## config.mk

```make
export PLATFORM = sky130hd
export DESIGN_NAME = writeback_unit
export DESIGN_NICKNAME = d
export VERILOG_FILES = /design/src/rtl/writeback_unit.sv
export SDC_FILE = /design/constraint.sdc
export NUM_CORES = 1
export LEC_CHECK = 0
export CAP_MARGIN = 20
export CORE_AREA = 2 2 181 112
export DETAILED_ROUTE_END_ITERATION = 16
export DIE_AREA = 0 0 183 114
export PLACE_DENSITY = 0.72
export REMOVE_ABC_BUFFERS = 1
export SLEW_MARGIN = 25
export SYNTH_ARGS = -nofsm -noshare
export SYNTH_HDL_FRONTEND = slang
export SYNTH_SLANG_ARGS = --single-unit
export TNS_END_PERCENT = 30
```

## constraint.sdc

```tcl
create_clock -name clk -period 4 [get_ports clk]
set_input_delay 0.4 -clock clk [delete_from_list [all_inputs] [get_ports clk]]
set_output_delay 0.4 -clock clk [all_outputs]
set_load 0.02 [all_outputs]
```

## src/rtl/writeback_unit.sv

```systemverilog
// Writeback stage: selects the instruction result, waits for late load data,
// and emits one register-file write / retire pulse per accepted instruction.
// Optional feature macro: WB_CSR_SOURCE_EN (in_sel = 100 selects in_csr).
module writeback_unit #(
  parameter int unsigned XLEN    = 32,
  parameter int unsigned RADDR_W = 5
) (
  input  logic               clk,
  input  logic               rst,
  input  logic               in_valid,
  output logic               in_ready,
  input  logic [2:0]         in_sel,
  input  logic               in_regwrite,
  input  logic [RADDR_W-1:0] in_rd,
  input  logic [XLEN-1:0]    in_alu,
  input  logic [XLEN-1:0]    in_pc4,
  input  logic [XLEN-1:0]    in_imm,
  input  logic [XLEN-1:0]    in_csr,
  input  logic               mem_rvalid,
  input  logic [XLEN-1:0]    mem_rdata,
  output logic               rf_we,
  output logic [RADDR_W-1:0] rf_waddr,
  output logic [XLEN-1:0]    rf_wdata,
  output logic               retire,
  output logic               busy,
  output logic [63:0]        instret
);

  localparam logic [2:0] SEL_ALU  = 3'b000;
  localparam logic [2:0] SEL_LOAD = 3'b001;
  localparam logic [2:0] SEL_PC4  = 3'b010;
  localparam logic [2:0] SEL_IMM  = 3'b011;
  localparam logic [2:0] SEL_CSR  = 3'b100;

  typedef enum logic {IDLE, WAIT_LOAD} state_e;

  state_e               state_q, state_d;
  logic [RADDR_W-1:0]   pend_rd_q, pend_rd_d;
  logic                 pend_rw_q, pend_rw_d;
  logic                 retire_q, retire_d;
  logic                 rf_we_q, rf_we_d;
  logic [RADDR_W-1:0]   rf_waddr_q, fire_rd;
  logic [XLEN-1:0]      rf_wdata_q, fire_data;
  logic                 fire_rw;
  logic [63:0]          instret_q;
  logic [XLEN-1:0]      src_c;

`ifndef WB_CSR_SOURCE_EN
  logic unused_csr;
  assign unused_csr = ^in_csr;
`endif

  // Non-load result source mux; unassigned codes fall back to the ALU result.
  always_comb begin
    src_c = in_alu;
    case (in_sel)
      SEL_ALU: src_c = in_alu;
      SEL_PC4: src_c = in_pc4;
      SEL_IMM: src_c = in_imm;
`ifdef WB_CSR_SOURCE_EN
      SEL_CSR: src_c = in_csr;
`endif
      default: src_c = in_alu;
    endcase
  end

  // Next-state and completion decode: an instruction completes either at
  // accept (non-load or load with data present) or when pending load data arrives.
  always_comb begin
    state_d   = state_q;
    pend_rd_d = pend_rd_q;
    pend_rw_d = pend_rw_q;
    retire_d  = 1'b0;
    fire_rd   = '0;
    fire_rw   = 1'b0;
    fire_data = '0;
    case (state_q)
      IDLE: begin
        if (in_valid) begin
          if (in_sel == SEL_LOAD && !mem_rvalid) begin
            state_d   = WAIT_LOAD;
            pend_rd_d = in_rd;
            pend_rw_d = in_regwrite;
          end else begin
            retire_d  = 1'b1;
            fire_rd   = in_rd;
            fire_rw   = in_regwrite;
            fire_data = (in_sel == SEL_LOAD) ? mem_rdata : src_c;
          end
        end
      end
      WAIT_LOAD: begin
        if (mem_rvalid) begin
          state_d   = IDLE;
          retire_d  = 1'b1;
          fire_rd   = pend_rd_q;
          fire_rw   = pend_rw_q;
          fire_data = mem_rdata;
        end
      end
      default: state_d = IDLE;
    endcase
    rf_we_d = retire_d && fire_rw && (fire_rd != '0);
  end

  // State and pending-load register.
  always_ff @(posedge clk) begin
    if (rst) begin
      state_q   <= IDLE;
      pend_rd_q <= '0;
      pend_rw_q <= 1'b0;
    end else begin
      state_q   <= state_d;
      pend_rd_q <= pend_rd_d;
      pend_rw_q <= pend_rw_d;
    end
  end

  // Output registers: write port holds its last value between writes.
  always_ff @(posedge clk) begin
    if (rst) begin
      retire_q   <= 1'b0;
      rf_we_q    <= 1'b0;
      rf_waddr_q <= '0;
      rf_wdata_q <= '0;
      instret_q  <= '0;
    end else begin
      retire_q  <= retire_d;
      rf_we_q   <= rf_we_d;
      instret_q <= instret_q + 64'(retire_d);
      if (rf_we_d) begin
        rf_waddr_q <= fire_rd;
        rf_wdata_q <= fire_data;
      end
    end
  end

  assign in_ready = (state_q == IDLE);
  assign busy     = (state_q == WAIT_LOAD);
  assign retire   = retire_q;
  assign rf_we    = rf_we_q;
  assign rf_waddr = rf_waddr_q;
  assign rf_wdata = rf_wdata_q;
  assign instret  = instret_q;

endmodule
```

### Yosys cells after proc, flatten, opt, wreduce, memory -nomap -nowiden

Cells that the tools add are included.

| operators by class | value |
|---|---|
| add/sub/neg operators | 1 |
| eq/ne operators | 3 |
| muxes and demuxes | 22 |
| bitwise gates (word level) | 1 |
| reductions and logical operators | 6 |

Operators with widths:

| kind | count |
|---|---|
| $mux 32 | 4 |
| $pmux 32 s2 | 2 |
| $add 64x1->64 | 1 |
| $mux 5 | 3 |
| $pmux 5 s2 | 1 |
| $mux 1 | 9 |
| $eq 3x2->1 const B | 2 |
| $pmux 1 s2 | 3 |
| $reduce_bool 5->1 | 1 |
| $eq 3x1->1 const B | 1 |
| $logic_and 1x1->1 | 3 |
| $reduce_and 3->1 | 1 |
| $logic_not 1->1 | 1 |
| $not 1->1 | 1 |

| word-level totals | value |
|---|---|
| register bits after elaboration | 110 |
| input port bits | 173 |
| output and inout port bits | 105 |

### Longest topological paths before layout

Gate-level depths: netlist of the first run.

| logic depth | value |
|---|---|
| depth in word-level cells | 7 |
| depth in mapped cells | 12 |

### Least setup slack after synthesis of the first run

Ideal clock, no wire load.

| path | value |
|---|---|
| path type | input to register |
| start point | input in_sel[0] |
| end point | register instret_q[50] (netlist: instret[50]) |
| data arrival time | 2.838 ns |
| required time | 3.930 ns |
| path slack | 1.092 ns |
| stages on the path | 11 |
| path through | clkbuf_1 or3b_2 a21oi_1 nor2_1 ha_1 ha_1 nand4_1 nor3_1 nand3_2 or4b_2 a21oi_1 |

| between the ends | value |
|---|---|
| longest elaborated chain between the ends | 6 |

Ends and longest elaborated chain:

| what | line | RTL |
|---|---|---|
| from (decl) | 12 | `input logic [2:0] in_sel,` |
| $eq 3x1->1 | 80 | `if (in_sel == SEL_LOAD && !mem_rvalid) begin` |
| $logic_and 1x1->1 | 80 |  |
| $mux 1 | 80 |  |
| $mux 1 | 79 | `if (in_valid) begin` |
| $pmux 1 s2 | 77 | `case (state_q)` |
| via retire_d | 40 | `logic retire_q, retire_d;` |
| $add 64x1->64 | 130 | `instret_q <= instret_q + 64'(retire_d);` |
| to (signal assigned) | 130 |  |
| to (decl) | 45 | `logic [63:0] instret_q;` |

The timed path passes the listed nets, and every way through them passes these cells.
A chain may end at the register's enable or synchronous reset.

### Worst setup path in the final report of the first run

| path | value |
|---|---|
| start point | input in_sel[2] |
| end point | register instret_q[63] (netlist: instret[63]) |

The elaborated chain is that of the path after synthesis.

==> impl_metrics.json, run 1 <==
{
  "cts_buffers": 9,
  "final.setup.tns_ns": 0,
  "max_cap_violations": 0,
  "start_kind": "input port",
  "path_cells": "clkdlybuf4s50_1 -> or3b_2 -> a21oi_1 -> nor2_1 -> ha_1 -> and4_1 -> nor4b_1 -> nand4_1 -> or4_1 -> a21oi_1",
  "synth_cell_types": 48,
  "postCtsResizedCells": 0,
  "tightestPinTransition_ns": 0.7482,
  "fp.coreArea_mm2": 0.01942,
  "n_antenna_cell": 0,
  "overflow": 0,
  "min_path_cells": 2,
  "num-nets-final": 1093,
  "routed_wl_um": 18830,
  "skew_ns": 0.01020,
  "grt_antenna_before_repair": 0,
  "cts_root_buf": "clkbuf_16",
  "grt_start_max_net_pins": 93,
  "seq_area_frac_synth": 0.3887,
  "avgSynthCellArea_um2": 8.082,
  "dr_wl_met2_um": 7833,
  "synthFlopType": "dfxtp_1",
  "wl_per_cell_um": 16.03,
  "place_congestion": 0.8559,
  "synth_area_leaders": "dfxtp_1, a211oi_1, nor2_1",
  "syn_area_mm2": 0.005665,
  "wl_met1_um": 9333,
  "ys_async_sr_fraction": 0,
  "max-slew-margin-rel": 0.5012,
  "synth_cells": 701,
  "via_per_inst": 5.150,
  "ys_ff_latch": 110,
  "ff2ff_path_depth": 8,
  "post-synth-top-area-fraction": 0.3887,
  "postLayoutCellArea_mm2": 0.008633,
  "max_freq_ghz": 0.3119,
  "path_common_cell": "a21oi_1",
  "slew_viol_final": 0,
  "r2r-start": "busy",
  "finalWorstSetupSlack_ns": 0.7938,
  "worst_setup_path_end_kind": "flop",
  "die-area_mm2": 0.02086,
  "r2r_end": "instret[63]",
  "area_growth_pct": 52.39,
  "cp_slowest_stage_delay_ns": 0.60,
  "period_needed_ns": 3.206,
  "ys_warn_count": 0,
  "grtUsageTotal": 0.1778,
  "power.total_mw": 2.453,
  "critPathMaxFanout": 10,
  "io_pins": 278,
  "required_ns": 4.26,
  "drive_above_1_share": 0.04117,
  "drc": 0,
  "final_common_cell": "clkdlybuf4s50_1",
  "fin_util": 0.4446,
  "synth-edff-count": 0,
  "min-delay-start": "instret[63]",
  "synth_largest_area_cell": "dfxtp_1",
  "dp_hpwl_um": 14250,
  "die_w_um": 183,
  "cts_hold_buffers": 0,
  "port_buffers": 245,
  "finalCritPeriodShare": 0.8016,
  "whs_endpoint": "instret[63]",
  "die_y_um": 114,
  "power.density_mw_per_mm2": 284.1,
  "power.leakage_nw": 2.894,
  "cts_tree": "yes",
  "top_layer_used": "met4",
  "outcome": "finished, final reports clean",
  "whs_ns": 0.4861,
  "rsz0062_at_grt": "false",
  "hold_class": "reg -> reg",
  "dp_cells": 1159,
  "cts_sinks": 110,
  "cts_setup_buffers": 0,
  "hold_viol_final": 0,
  "htreeDepth": 3,
  "route.antenna.remaining_nets": 0,
  "cts.clk_slew.worst_paths_ns": 0.07,
  "mostFrequentLayoutCells": "clkdlybuf4s50_1, dfxtp_1, nor2_1, a21oi_1, a211oi_1",
  "first_pass_iters": 5,
  "drtIter0Drc": 333,
  "worstSetupPathType": "in -> reg",
  "cp.arrival_ns": 3.47,
  "place_area_mm2": 0.008346,
  "grt_pass1_vias": 5443,
  "critPathSlowestCell": "or4_1",
  "critPathTopFamily": "simple AND/OR/NAND/NOR gates",
  "r2r_slack_ns": 1.10,
  "start_util": 0.2918,
  "ir_worst_vdd_v": 0.0001820,
  "fin_cells": 1175,
  "rows": 40,
  "insertion_delay_ns": 0.34,
  "vias": 6051,
  "finalSetupViolCount": 0,
  "cts_buffer_depth": 2,
  "cp_num_buf_inv": 1,
  "dr_wl_met3_um": 1392,
  "dpl_worst_slack_ns": 0.4478,
  "grt_pass1_wl_um": 29860
}
## where the power goes
part | switching [mW] | internal, mW
registers | 0.0154 | 1.12
clock network | 0.403 | 0.486
logic | 0.189 | 0.235
## area by class of cell
| type | count | area (µm²) |
|---|---|---|
| clock buffer | 12 | 236.5 |
| clock inverter | 4 | 47.55 |
| fill | 1896 | 10790 |
| inverter | 7 | 26.28 |
| multi-input combinational | 535 | 3269 |
| sequential | 110 | 2202 |
| tap | 252 | 315.3 |
| timing repair buffer | 255 | 2536 |
## sequential cells by signal (all words and copies together) (netlist names)
name / count
instret: 64
retire: 1
rf_we: 1
busy: 1
rf_waddr: 5
pend_rw_q: 1
rf_wdata: 32
pend_rd_q: 5
## layer usage
metal / GRT usage / up-vias
met2: 0.2568 / 198
met5: 0 / -
met3: 0.04725 / 20
li1: - / 3015
met4: 0.04000 / 0
met1: 0.2623 / 2818
## worst reg2reg max path, stage by stage, from the launching register on
cell and delay (ns):
dfxtp_1 0.50, nor2_1 0.11, nor2_1 0.11, ha_1 0.22, and4_1 0.32, nor4b_1 0.41
nand4_1 0.43, or4_1 0.60, a21oi_1 0.14
## kinds of logic (layout without fill, tap and decap cells)
family | Yosys count | after routing | share of synthesized area
simple gates | 285 | 285 | 0.2597
compound gates | 183 | 183 | 0.2003
flops | 110 | 110 | 0.3887
buf+inv | 56 | 278 | 0.03799
mux | 38 | 38 | 0.06714
xor+xnor | 27 | 27 | 0.04174
fa+ha+maj | 2 | 2 | 0.004416
## synthesized netlist by cell type (2+ instances only)
| cell type | n |
|---|---|
| xor2_1 | 14 |
| and4_1 | 8 |
| and3_1 | 12 |
| buf_2 | 2 |
| clkbuf_2 | 2 |
| nor3_1 | 8 |
| nand3_1 | 24 |
| a31oi_1 | 2 |
| nand3_2 | 2 |
| buf_1 | 3 |
| nand2b_1 | 2 |
| o21ai_0 | 25 |
| inv_1 | 7 |
| nor4_1 | 3 |
| or4_1 | 14 |
| mux2i_1 | 38 |
| a21oi_1 | 70 |
| nor2b_1 | 7 |
| o31ai_1 | 12 |
| a311oi_1 | 3 |
| or3_2 | 2 |
| xnor2_1 | 13 |
| or3_1 | 20 |
| nor2_1 | 107 |
| dfxtp_1 | 110 |
| nand2_1 | 36 |
| a211oi_1 | 64 |
| nand4bb_1 | 2 |
| nand4_1 | 23 |
| o22ai_1 | 2 |
| ha_1 | 2 |
| clkbuf_1 | 42 |
| and2_1 | 5 |
## worst max path at each step
stage / from / end / slack [ns] / cells past startpoint
floorplan: busy / rf_waddr[1] / 0.32 / 4
finish: in_sel[2] / instret[63] / 0.79 / 10
CTS: in_sel[2] / instret[53] / 0.78 / 10
detailed placement: in_sel[2] / instret[53] / 0.45 / 10
global route: in_sel[2] / instret[51] / 0.55 / 10
global placement: in_sel[2] / instret[63] / 0.52 / 10
Note: power is estimated with default switching activity, not from simulation.
==> run 2, diff against run 1 <==
Clock period 4 ns to 3.1 ns, I/O delays scaled along.
==> run 2 against run 1 <==
  * Die area is the same
  * Sequential power grew 29%
  * Hold slack lost 0.029 ns
  * Setup slack lost 0.57 ns
  * Final cell count grew 1.2%
  * Combinational power grew 30%
  * Critical path type unchanged
  * Count of clock-buffer cells in the layout shrank 3
  * Sequential cell count is the same
  * Utilization grew 0.53 points
  * Final area grew 1.2%
==> impl_metrics.json, run 2 (same netlist as run 1, synthesis figures left out) <==
{
  "outcome": "finished, final reports clean",
  "max-slew-margin-rel": 0.5479,
  "worstSetupPathType": "in -> reg",
  "cts_buffers": 9,
  "finalSetupViolCount": 0,
  "clkPwrFrac": 0.352,
  "largest_reg_flops": 64,
  "critPathMaxFanout": 9,
  "via_per_inst": 5.061,
  "start_kind": "input port",
  "cts_root_buf": "clkbuf_16",
  "postCtsResizedCells": 0,
  "route.antenna.remaining_nets": 0,
  "first_pass_iters": 4,
  "vias": 6018,
  "die-area_mm2": 0.02086,
  "cts_sinks": 110,
  "start_util": 0.2918,
  "power.density_mw_per_mm2": 357.4,
  "final.setup.tns_ns": 0,
  "period_needed_ns": 2.872,
  "num-nets-final": 1107,
  "ir_worst_vdd_v": 0.0003029,
  "p_int_mw": 2.308,
  "fin_util": 0.4499,
  "place_congestion": 0.8570,
  "cts_buffer_depth": 2,
  "dpl_worst_slack_ns": -0.07439,
  "cp.arrival_ns": 3.14,
  "worst_setup_path_end_kind": "flop",
  "power.leakage_nw": 2.959,
  "multiInputGateArea_mm2": 0.003269,
  "dp_hpwl_um": 14390,
  "fillers": 1949,
  "grt_pass1_vias": 5419,
  "overflow": 0,
  "n_antenna_cell": 0,
  "mostFrequentLayoutCells": "clkdlybuf4s50_1, dfxtp_1, nor2_1, a21oi_1, a211oi_1",
  "drive_above_1_share": 0.05870,
  "ff_latch_area_mm2": 0.002202,
  "rsz0062_at_grt": "false",
  "finalCritPeriodShare": 0.9266,
  "grt_start_max_net_pins": 73,
  "drtIter0Drc": 409,
  "die_y_um": 114,
  "die_w_um": 183,
  "hold_viol_final": 0,
  "r2r_slack_ns": 0.29,
  "grt_antenna_before_repair": 0,
  "rows": 40,
  "tightestPinTransition_ns": 0.6782,
  "final_common_cell": "clkdlybuf4s50_1",
  "skew_ns": 0.008314,
  "max_cap_violations": 0,
  "power.total_mw": 3.123,
  "cts_setup_buffers": 0,
  "cts_hold_buffers": 0,
  "hold_class": "in -> reg",
  "fp.coreArea_mm2": 0.01942,
  "finalWorstSetupSlack_ns": 0.2275,
  "grtUsageTotal": 0.1764,
  "switchingPower_mw": 0.8151,
  "insertion_delay_ns": 0.34,
  "io_pins": 278,
  "wl_per_cell_um": 15.73,
  "htreeDepth": 3,
  "netSwitchingFraction": 0.2610,
  "cts.clk_slew.worst_paths_ns": 0.07,
  "port_buffers": 245,
  "combinationalPowerShare": 0.177,
  "required_ns": 3.37,
  "area_growth_pct": 54.22,
  "drc": 0,
  "slew_viol_final": 0,
  "grt_pass1_wl_um": 29680,
  "max_freq_ghz": 0.3481,
  "cts_tree": "yes",
  "p_seq_frac": 0.471,
  "routed_wl_um": 18710
}
## run 2: final timing paths
path,from,to,cells past startpoint
min,rst,instret[19],2
max,in_sel[2],instret[52],12
max reg2reg,busy,instret[52],10
min reg2reg,instret[63],instret[63],2
## run 2: layer usage
layer	global-route usage	wire length, µm	vias to the layer above
met5	0	0	-
met3	0.04087	1060	8
met2	0.2588	7822	142
met1	0.2654	9710	2816
li1	-	-	3052
met4	0.02773	114	0
## run 2: area by class of cell
cell class,count,area share
clock inverter,7,0.005585
multi-input combinational,535,0.3742
tap,252,0.03609
clock buffer,9,0.02578
timing repair buffer,269,0.3033
inverter,7,0.003007
sequential,110,0.2520
## run 2: power by group through the flow
stage | Clock (mW) | Sequential (mW) | Combinational [mW]
CTS | 1.15 | 1.47 | 0.555
detailed placement | 0 | 1.50 | 0.553
global route | 1.20 | 1.48 | 0.595
global placement | 0 | 1.50 | 0.548
finish | 1.10 | 1.47 | 0.552
floorplan | 0 | 1.55 | 0.162
## run 2: stage by stage
stage	hold WS, ns	std cells	cell area (µm²)
2_1_floorplan	0.3791	652	5477
3_3_place_gp	0.4711	1173	8463
3_5_place_dp	0.4663	1173	8463
4_1_cts	0.4515	1189	8737
5_1_grt	0.4741	1189	8737
6_report	0.4571	1189	8737
## run 2: worst max-delay path, stage by stage
cell             delay (ns)
clkdlybuf4s50_1        0.49
or3b_2                 0.14
a21oi_1                0.08
nor2_1                 0.12
ha_1                   0.22
ha_1                   0.23
nand4_1                0.13
nor3_1                 0.35
nand3_2                0.23
buf_4                  0.22
or4_1                  0.49
a21oi_1                0.14
==> run 3, diff against run 2 <==
Settings changed: CAP_MARGIN 20 to unset, CORE_AREA 2 2 181 112 to 2 2 155 97, CTS_CLUSTER_SIZE set to 10, DIE_AREA 0 0 183 114 to 0 0 157 99, PLACE_DENSITY 0.72 to 0.9.
==> run 3 against run 2 <==
  * First-iteration DRC count increased by 0.73%
  * Global-route usage increased by 5.7 points
  * Non-clock buffer count increased by 4
  * Sequential power about the same
  * Die area decreased by 25%
  * Critical path depth increased by 2
  * Largest cell class unchanged
  * Final cell count decreased by 4.2%
  * Sequential share of layout area decreased by 0.061 points
  * Critical endpoint is now instret[58]
  * Total power increased by 5.2%
  * Via count increased by 3.8%
  * Register-to-register slack improved by 0.13 ns
  * Highest routed layer unchanged
==> impl_metrics.json, run 3 (same netlist as run 1, synthesis figures left out) <==
{
  "via_per_inst": 5.484,
  "outcome": "finished, final reports clean",
  "vias": 6246,
  "cts_buffers": 9,
  "max-slew-margin-rel": 0.5376,
  "cp.arrival_ns": 2.96,
  "die_y_um": 99,
  "cts_buffer_depth": 2,
  "route.antenna.remaining_nets": 0,
  "cts_root_buf": "clkbuf_16",
  "max_freq_ghz": 0.3639,
  "cts_hold_buffers": 0,
  "power.total_mw": 3.284,
  "skew_ns": 0.01317,
  "finalCritPeriodShare": 0.8864,
  "required_ns": 3.32,
  "cts_tree": "yes",
  "n_antenna_cell": 0,
  "rsz0062_at_grt": "false",
  "hold_class": "in -> reg",
  "drtIter0Drc": 412,
  "drive_above_1_share": 0.06164,
  "htreeDepth": 3,
  "slew_viol_final": 0,
  "largest_reg_flops": 64,
  "cts.clk_slew.worst_paths_ns": 0.07,
  "power.density_mw_per_mm2": 375.0,
  "first_pass_iters": 5,
  "cts_sinks": 110,
  "start_util": 0.4023,
  "die_w_um": 157,
  "insertion_delay_ns": 0.35,
  "mostFrequentLayoutCells": "clkdlybuf4s50_1, dfxtp_1, nor2_1, a21oi_1, a211oi_1",
  "io_pins": 278,
  "critPathMaxFanout": 18,
  "fin_cells": 1139,
  "dp_cells": 1123,
  "grtUsageTotal": 0.2332,
  "start_kind": "input port",
  "final.setup.tns_ns": 0,
  "worst_setup_path_end_kind": "flop",
  "rows": 34,
  "port_buffers": 245,
  "period_needed_ns": 2.748,
  "fillers": 1218,
  "grt_pass1_vias": 5695,
  "place_congestion": 0.9172,
  "place_area_mm2": 0.008438,
  "drc": 0,
  "grt_start_max_net_pins": 73,
  "fp.coreArea_mm2": 0.01408,
  "postLayoutCellArea_mm2": 0.008758,
  "dpl_worst_slack_ns": -0.02242,
  "dp_hpwl_um": 13820,
  "cts_setup_buffers": 0,
  "wl_per_cell_um": 16.11,
  "area_growth_pct": 54.59,
  "tightestPinTransition_ns": 0.6937,
  "routed_wl_um": 18350,
  "overflow": 0,
  "fin_util": 0.6220,
  "num-nets-final": 1111,
  "grt_antenna_before_repair": 0,
  "final_common_cell": "clkdlybuf4s50_1",
  "max_cap_violations": 0,
  "power.leakage_nw": 3.005,
  "postCtsResizedCells": 0,
  "finalSetupViolCount": 0,
  "whs_ns": 0.4052,
  "hold_viol_final": 0,
  "ir_worst_vdd_v": 0.0002630,
  "grt_pass1_wl_um": 29200,
  "finalWorstSetupSlack_ns": 0.3521,
  "worstSetupPathType": "in -> reg",
  "die-area_mm2": 0.01554
}
==> run 3: power by group <==
part / switching, mW / internal, mW / total [mW]
clock: 0.537 / 0.717 / 1.25
combinational: 0.250 / 0.309 / 0.559
sequential: 0.0206 / 1.45 / 1.47
==> run 3: layer usage <==
metal | share of wire | routed length, µm | global-route usage | vias to the layer above
met5 | 0 | 0 | 0 | -
met4 | 0.012 | 213 | 0.04940 | 0
met3 | 0.071 | 1295 | 0.04705 | 19
met2 | 0.45 | 8187 | 0.3684 | 251
met1 | 0.47 | 8650 | 0.3297 | 2920
li1 | - | - | - | 3056
==> run 3: final timing paths <==
| check | endpoint | cells past startpoint | slack (ns) | start |
|---|---|---|---|---|
| worst max-delay path | instret[58] | 14 | 0.35 | in_sel[2] |
| worst min-delay path | instret[25] | 2 | 0.41 | rst |
| worst max register to register | instret[46] | 12 | 0.42 | busy |
| worst min register to register | rf_wdata[30] | 2 | 0.50 | rf_wdata[30] |
==> run 3: critical path, cell delays in order <==
cell and delay, ns:
clkdlybuf4s50_1 0.41, or3b_2 0.48, a21oi_1 0.24, nor2_1 0.09, ha_1 0.22, ha_1 0.23, nand4_1 0.11, nor3_1 0.07
buf_4 0.14, buf_4 0.13, nand4_1 0.08, buf_4 0.22, nand4bb_1 0.15, a21oi_1 0.07
==> run 3: layout make-up <==
type / instances / area [µm²] / area share
clock buffer: 10 / 229.0 / 0.02614
clock inverter: 6 / 91.34 / 0.01043
inverter: 7 / 26.28 / 0.003000
multi-input combinational: 535 / 3269 / 0.3733
sequential: 110 / 2202 / 0.2514
tap: 198 / 247.7 / 0.02829
timing repair buffer: 273 / 2693 / 0.3074
